### config.mk
export PLATFORM = sky130hd
export DESIGN_NAME = hazard_scoreboard
export DESIGN_NICKNAME = d
export VERILOG_FILES = /design/src/rtl/hazard_scoreboard.sv
export SDC_FILE = /design/constraint.sdc
export NUM_CORES = 1
export LEC_CHECK = 0
export ABC_AREA = 1
export ABC_CLOCK_PERIOD_IN_PS = 3200
export CAP_MARGIN = 10
export CORE_ASPECT_RATIO = 0.8
export CORE_MARGIN = 2
export CORE_UTILIZATION = 29
export CTS_CLUSTER_SIZE = 28
export DETAILED_ROUTE_END_ITERATION = 12
export GPL_TIMING_DRIVEN = 0
export SLEW_MARGIN = 10
export SYNTH_ARGS = -nofsm -noshare
export SYNTH_HDL_FRONTEND = slang
export SYNTH_SLANG_ARGS = --single-unit
### constraint.sdc
create_clock -name clk -period 3.2 [get_ports clk]
set_input_delay 0.48 -clock clk [delete_from_list [all_inputs] [get_ports clk]]
set_output_delay 0.48 -clock clk [all_outputs]
set_load 0.02 [all_outputs]
### src/rtl/hazard_scoreboard.sv
// hazard_scoreboard: per-register in-flight write counters driving the ID-stage stall,
// with a load-use check when forwarding is enabled.
module hazard_scoreboard #(
    parameter int NUM_REGS = 16,
    parameter int CNT_W    = 2
) (
    input  logic                        clk,
    input  logic                        rst,
    input  logic                        Forwarding_Enable,
    input  logic                        issue_valid,
    input  logic                        issue_wb_en,
    input  logic                        issue_is_load,
    input  logic [$clog2(NUM_REGS)-1:0] issue_dest,
    input  logic [$clog2(NUM_REGS)-1:0] src1,
    input  logic [$clog2(NUM_REGS)-1:0] src2,
    input  logic                        use_src2,
    input  logic                        WB_EN,
    input  logic [$clog2(NUM_REGS)-1:0] WB_Dest,
    output logic                        hazard,
    output logic [NUM_REGS-1:0]         busy_mask,
    output logic                        underflow_err
);
    localparam int IW = $clog2(NUM_REGS);

    logic [CNT_W-1:0] cnt_q [NUM_REGS];
    logic [CNT_W-1:0] cnt_d [NUM_REGS];
    logic             ld_valid_q, ld_valid_d;
    logic [IW-1:0]    ld_dest_q, ld_dest_d;
    logic             underflow_q, underflow_d;
    logic             s1_rdy, s2_rdy, full, stall_nofwd, stall_fwd, accept;

    // A count of 1 being retired this cycle is readable thanks to the write-first register file.
    always_comb begin
        s1_rdy      = cnt_q[src1] == '0 || (cnt_q[src1] == CNT_W'(1) && WB_EN && WB_Dest == src1);
        s2_rdy      = cnt_q[src2] == '0 || (cnt_q[src2] == CNT_W'(1) && WB_EN && WB_Dest == src2);
        full        = issue_valid && issue_wb_en && cnt_q[issue_dest] == '1;
        stall_nofwd = !Forwarding_Enable && issue_valid && (!s1_rdy || (use_src2 && !s2_rdy));
        stall_fwd   = Forwarding_Enable && issue_valid && ld_valid_q
                      && (ld_dest_q == src1 || (use_src2 && ld_dest_q == src2));
        hazard      = full || stall_nofwd || stall_fwd;
        accept      = issue_valid && !hazard;
        ld_valid_d  = accept && issue_is_load && issue_wb_en;
        ld_dest_d   = ld_valid_d ? issue_dest : ld_dest_q;
        underflow_d = underflow_q || (WB_EN && cnt_q[WB_Dest] == '0);
    end

    always_comb begin
        for (int i = 0; i < NUM_REGS; i++) begin
            cnt_d[i]     = cnt_q[i];
            busy_mask[i] = cnt_q[i] != '0;
            if ((accept && issue_wb_en && issue_dest == IW'(i))
                != (WB_EN && WB_Dest == IW'(i) && cnt_q[i] != '0))
                cnt_d[i] = (accept && issue_wb_en && issue_dest == IW'(i)) ? cnt_q[i] + 1'b1
                                                                         : cnt_q[i] - 1'b1;
        end
    end

    always_ff @(posedge clk) begin
        if (rst) begin
            cnt_q       <= '{default: '0};
            ld_valid_q  <= 1'b0;
            ld_dest_q   <= '0;
            underflow_q <= 1'b0;
        end else begin
            cnt_q       <= cnt_d;
            ld_valid_q  <= ld_valid_d;
            ld_dest_q   <= ld_dest_d;
            underflow_q <= underflow_d;
        end
    end

    assign underflow_err = underflow_q;
endmodule

==> summary.txt <==
Global route
  • First-pass GRT wire length: 23000 um
  • Pin count of the biggest net entering global routing: 13
  • Initial antenna violation count: 0
  • Vias in the first global route: about 4300
  • Total track usage: 21.2%
  • GRT overflow: 0

Logic synthesis
  • Ranking of synthesized cells by area: nand2_1 (22%), dfxtp_1 (20%), nand3_1 (12%)
  • Synth Instances: around 700
  • Largest family of logic cells by synthesized area: simple AND/OR/NAND/NOR gates
  • Synth Area in Compound Gates: between 10% and 20%
  • Mux share of post-synthesis cell area: 0%
  • Post-Synth XOR/XNOR Area: about 1.6%
  • Yosys reg bits: 38
  • Post-synth top area cell: nand2_1
  • Area share of the largest cell type after synthesis: about 22%
  • Simple-gate share of the synthesized area: 53.0%
  • Fraction of the mapped netlist area in adder cells: 0%
  • Distinct cells, synth: 31
  • Post-synthesis sequential area ratio: 20.1%
  • Syn_area_per_cell: between 5 and 6 um2
  • Synth warn: 0
  • Syn Nets: ~740
  • Cell Area, Synth: between 3000 and 4000 um2

Worst setup path
  • CP Data Required Time: between 2 and 3 ns
  • Most Frequent Cell on Critical Path: nand2_1
  • CP max-delay cell: clkdlybuf4s50_1
  • Worst stage delay on the critical path: 0.63 ns
  • FF-to-FF End: cnt_q[4]
  • FF-to-FF Start: cnt_q[22]
  • Critical path's top delay family: buffers and inverters
  • Startpoint types: input port
  • Worst r2r path cells: 18
  • End of the critical path: hazard
  • CP startpoint: issue_dest[0]
  • Flop2flop setup slack: approximately 0.57 ns
  • Worst path depth: 13
  • WP buf/inv: 3
  • CP Cell Sequence: clkdlybuf4s50_1 > nand2_2 > nor2_1 > a21oi_1 > nand2_1 > nand2_1 > nand2_1 > nor2_1 > nor2_1 > a21oi_4 > buf_4 > nand2_1 > clkbuf_2
  • CP Class: input port to output port
  • Critical path capture point type: output port
  • Worst-path maximum fanout: 10
  • Crit path arrival time: around 2.5 ns

STA
  • Period utilization: 93.5%
  • Finish-stage setup viols: 0
  • Slew Viols, Final: 0
  • Unrepaired setup endpoints after global routing: no
  • Slew headroom: 49.6%
  • Fmax: 0.334 GHz
  • Final Hold Fails: 0
  • Skew final: roughly 0.010 ns
  • Final worst slack: ~0.21 ns
  • Hold WS: about 0.51 ns
  • Setup TNS Final: 0 ns
  • Worst-Margin Slew: 0.756 ns
  • Min cycle time layout: 2.99 ns

Final layout
  • Post-route cell area: ~4500 um2
  • Ant. Diodes: 0
  • Layout cells sized above 1: 5.82%
  • P&R area growth vs syn: 19.5%
  • Fin cells: 931
  • Leading cell types in the layout, fill and taps excluded: nand2_1 (221), nor2_1 (106), nand3_1 (90), inv_1 (82), a21oi_1 (42)
  • Commonest non-fill, non-tap cell in the layout: nand2_1
  • Fill cells: roughly 1500
  • Final nets: about 800

Floorplan
  • Die height: about 110 um
  • Initial Utilization: between 20 and 30%
  • # IOs: 42
  • FP Rows: 37
  • Core Area: approximately 13000 um2
  • Die span in x: 132 um
  • Die Area: 14000 um2

Clocking
  • CTS Hold Bufs: 0
  • Clk buf depth: 2
  • Skew-Pair Late Insertion Delay: just under 0.3 ns
  • CTS Sinks: 38
  • H-tree depth: 2
  • Clock root buffer: clkbuf_16
  • CTS tree: built
  • Reg clk slew, reported paths: around 0.060 ns
  • Num CTS Buffers: 5

Placement
  • I/O Buffers: 34
  • Final HPWL DP: roughly 11000 um
  • Place WS: -0.431 ns
  • Post-Place Cells: ~920
  • Placed Area: roughly 4300 um2
  • GPL Wtd Cong: approximately 1

Hold path
  • Hold depth: 2
  • Worst Hold Class: flip-flop to flip-flop

Power
  • PwrDens: 287 nW/um2
  • Leakage: 1.90 nW
  • Peak VDD IR: 0.191 mV

Detailed routing
  • Drt pass-1 iters: 6
  • Via count: between 4000 and 5000
  • DR DRC count: 0
  • Routed Antenna Nets: 0
  • DR vias/cell: around 5
  • Final wirelength: roughly 15000 um
  • Wire length per cell: 15.9 um
  • Iter 0 DRT Violations: 652

Run status
  • Status: finished clean

Flow run
  • Max-cap violations: 0
## power by group
| group | total, mW | internal (mW) | switching [mW] |
|---|---|---|---|
| clock network | 0.536 | 0.309 | 0.227 |
| registers | 0.489 | 0.480 | 0.00917 |
| logic | 0.270 | 0.0886 | 0.182 |
## registers in the layout, indices dropped and copies added (netlist names)
register / count
ld_dest_q: 4
cnt_q: 32
underflow_err: 1
ld_valid_q: 1
## Yosys cell counts
master	instances
o21ai_0	11
inv_1	82
nor3_1	9
o21ai_1	5
clkinv_1	2
buf_4	6
a221oi_1	1
nand2_1	221
buf_2	5
nand2_2	4
a31oi_1	7
a21oi_4	1
o2111ai_1	1
nor2_1	107
a21oi_1	42
inv_4	1
o22ai_1	8
inv_2	4
dfxtp_1	38
xnor2_1	7
o21a_1	1
o21bai_1	7
nand3b_1	4
buf_6	2
nand3_1	90
clkbuf_1	11
a22oi_1	1
nand4_1	27
nand3_4	1
nor2_2	2
or2_2	4
## per-layer routing
layer	part of all wire [%]	wire length [um]	track usage (%)
met1	48	7050	31.6
met2	41	6110	31.8
met3	10	1480	3.58
met4	0.95	141	4.43
met5	0	0	0
## tightest hold or removal path, cell delays in order (launching register included)
cell and delay [ns]:
dfxtp_1 0.35, a31oi_1 0.06, nor2_1 0.07
## how the worst min path moves through the flow
| stage | slack, ns | to | from |
|---|---|---|---|
| 5_1_grt | 0.53 | underflow_err | underflow_err |
| 4_1_cts | 0.51 | underflow_err | underflow_err |
| 3_3_place_gp | 0.51 | underflow_err | underflow_err |
| 3_5_place_dp | 0.48 | underflow_err | underflow_err |
| 6_report | 0.51 | underflow_err | underflow_err |
| 2_1_floorplan | 0.50 | cnt_q[11] | cnt_q[11] |
## cell families (layout without fill, tap and decap cells)
family | Yosys count | count (layout)
DFF | 38 | 38
buffers and inverters | 113 | 157
xor gates and xnor gates | 7 | 7
AOI/OAI and AO/OA | 85 | 85
and+or+nand+nor | 469 | 469
## layout make-up
type | count | area, um2 | area share [%]
multi-input combinational | 561 | 2560 | 56.6
sequential | 38 | 761 | 16.8
timing repair buffer | 36 | 350 | 7.75
inverter | 89 | 338 | 7.47
tap | 175 | 219 | 4.84
buffer | 24 | 143 | 3.15
clock buffer | 6 | 139 | 3.07
clock inverter | 2 | 12.5 | 0.277
## repair_timing
item,4_1_cts,5_1_grt
endpoints found under the hold margin,0,0
setup buffers,1,1
pin swaps,1,0
endpoints found under the setup margin,1,1
gates resized for setup,7,3
## through the flow
stage	total power, mW	utilization [%]
global placement	0.760	34.0
detailed placement	0.759	34.0
global route	1.35	35.4
CTS	1.30	35.3
finish	1.30	35.4
floorplan	0.657	-
Power figures use the tool's default switching activity.
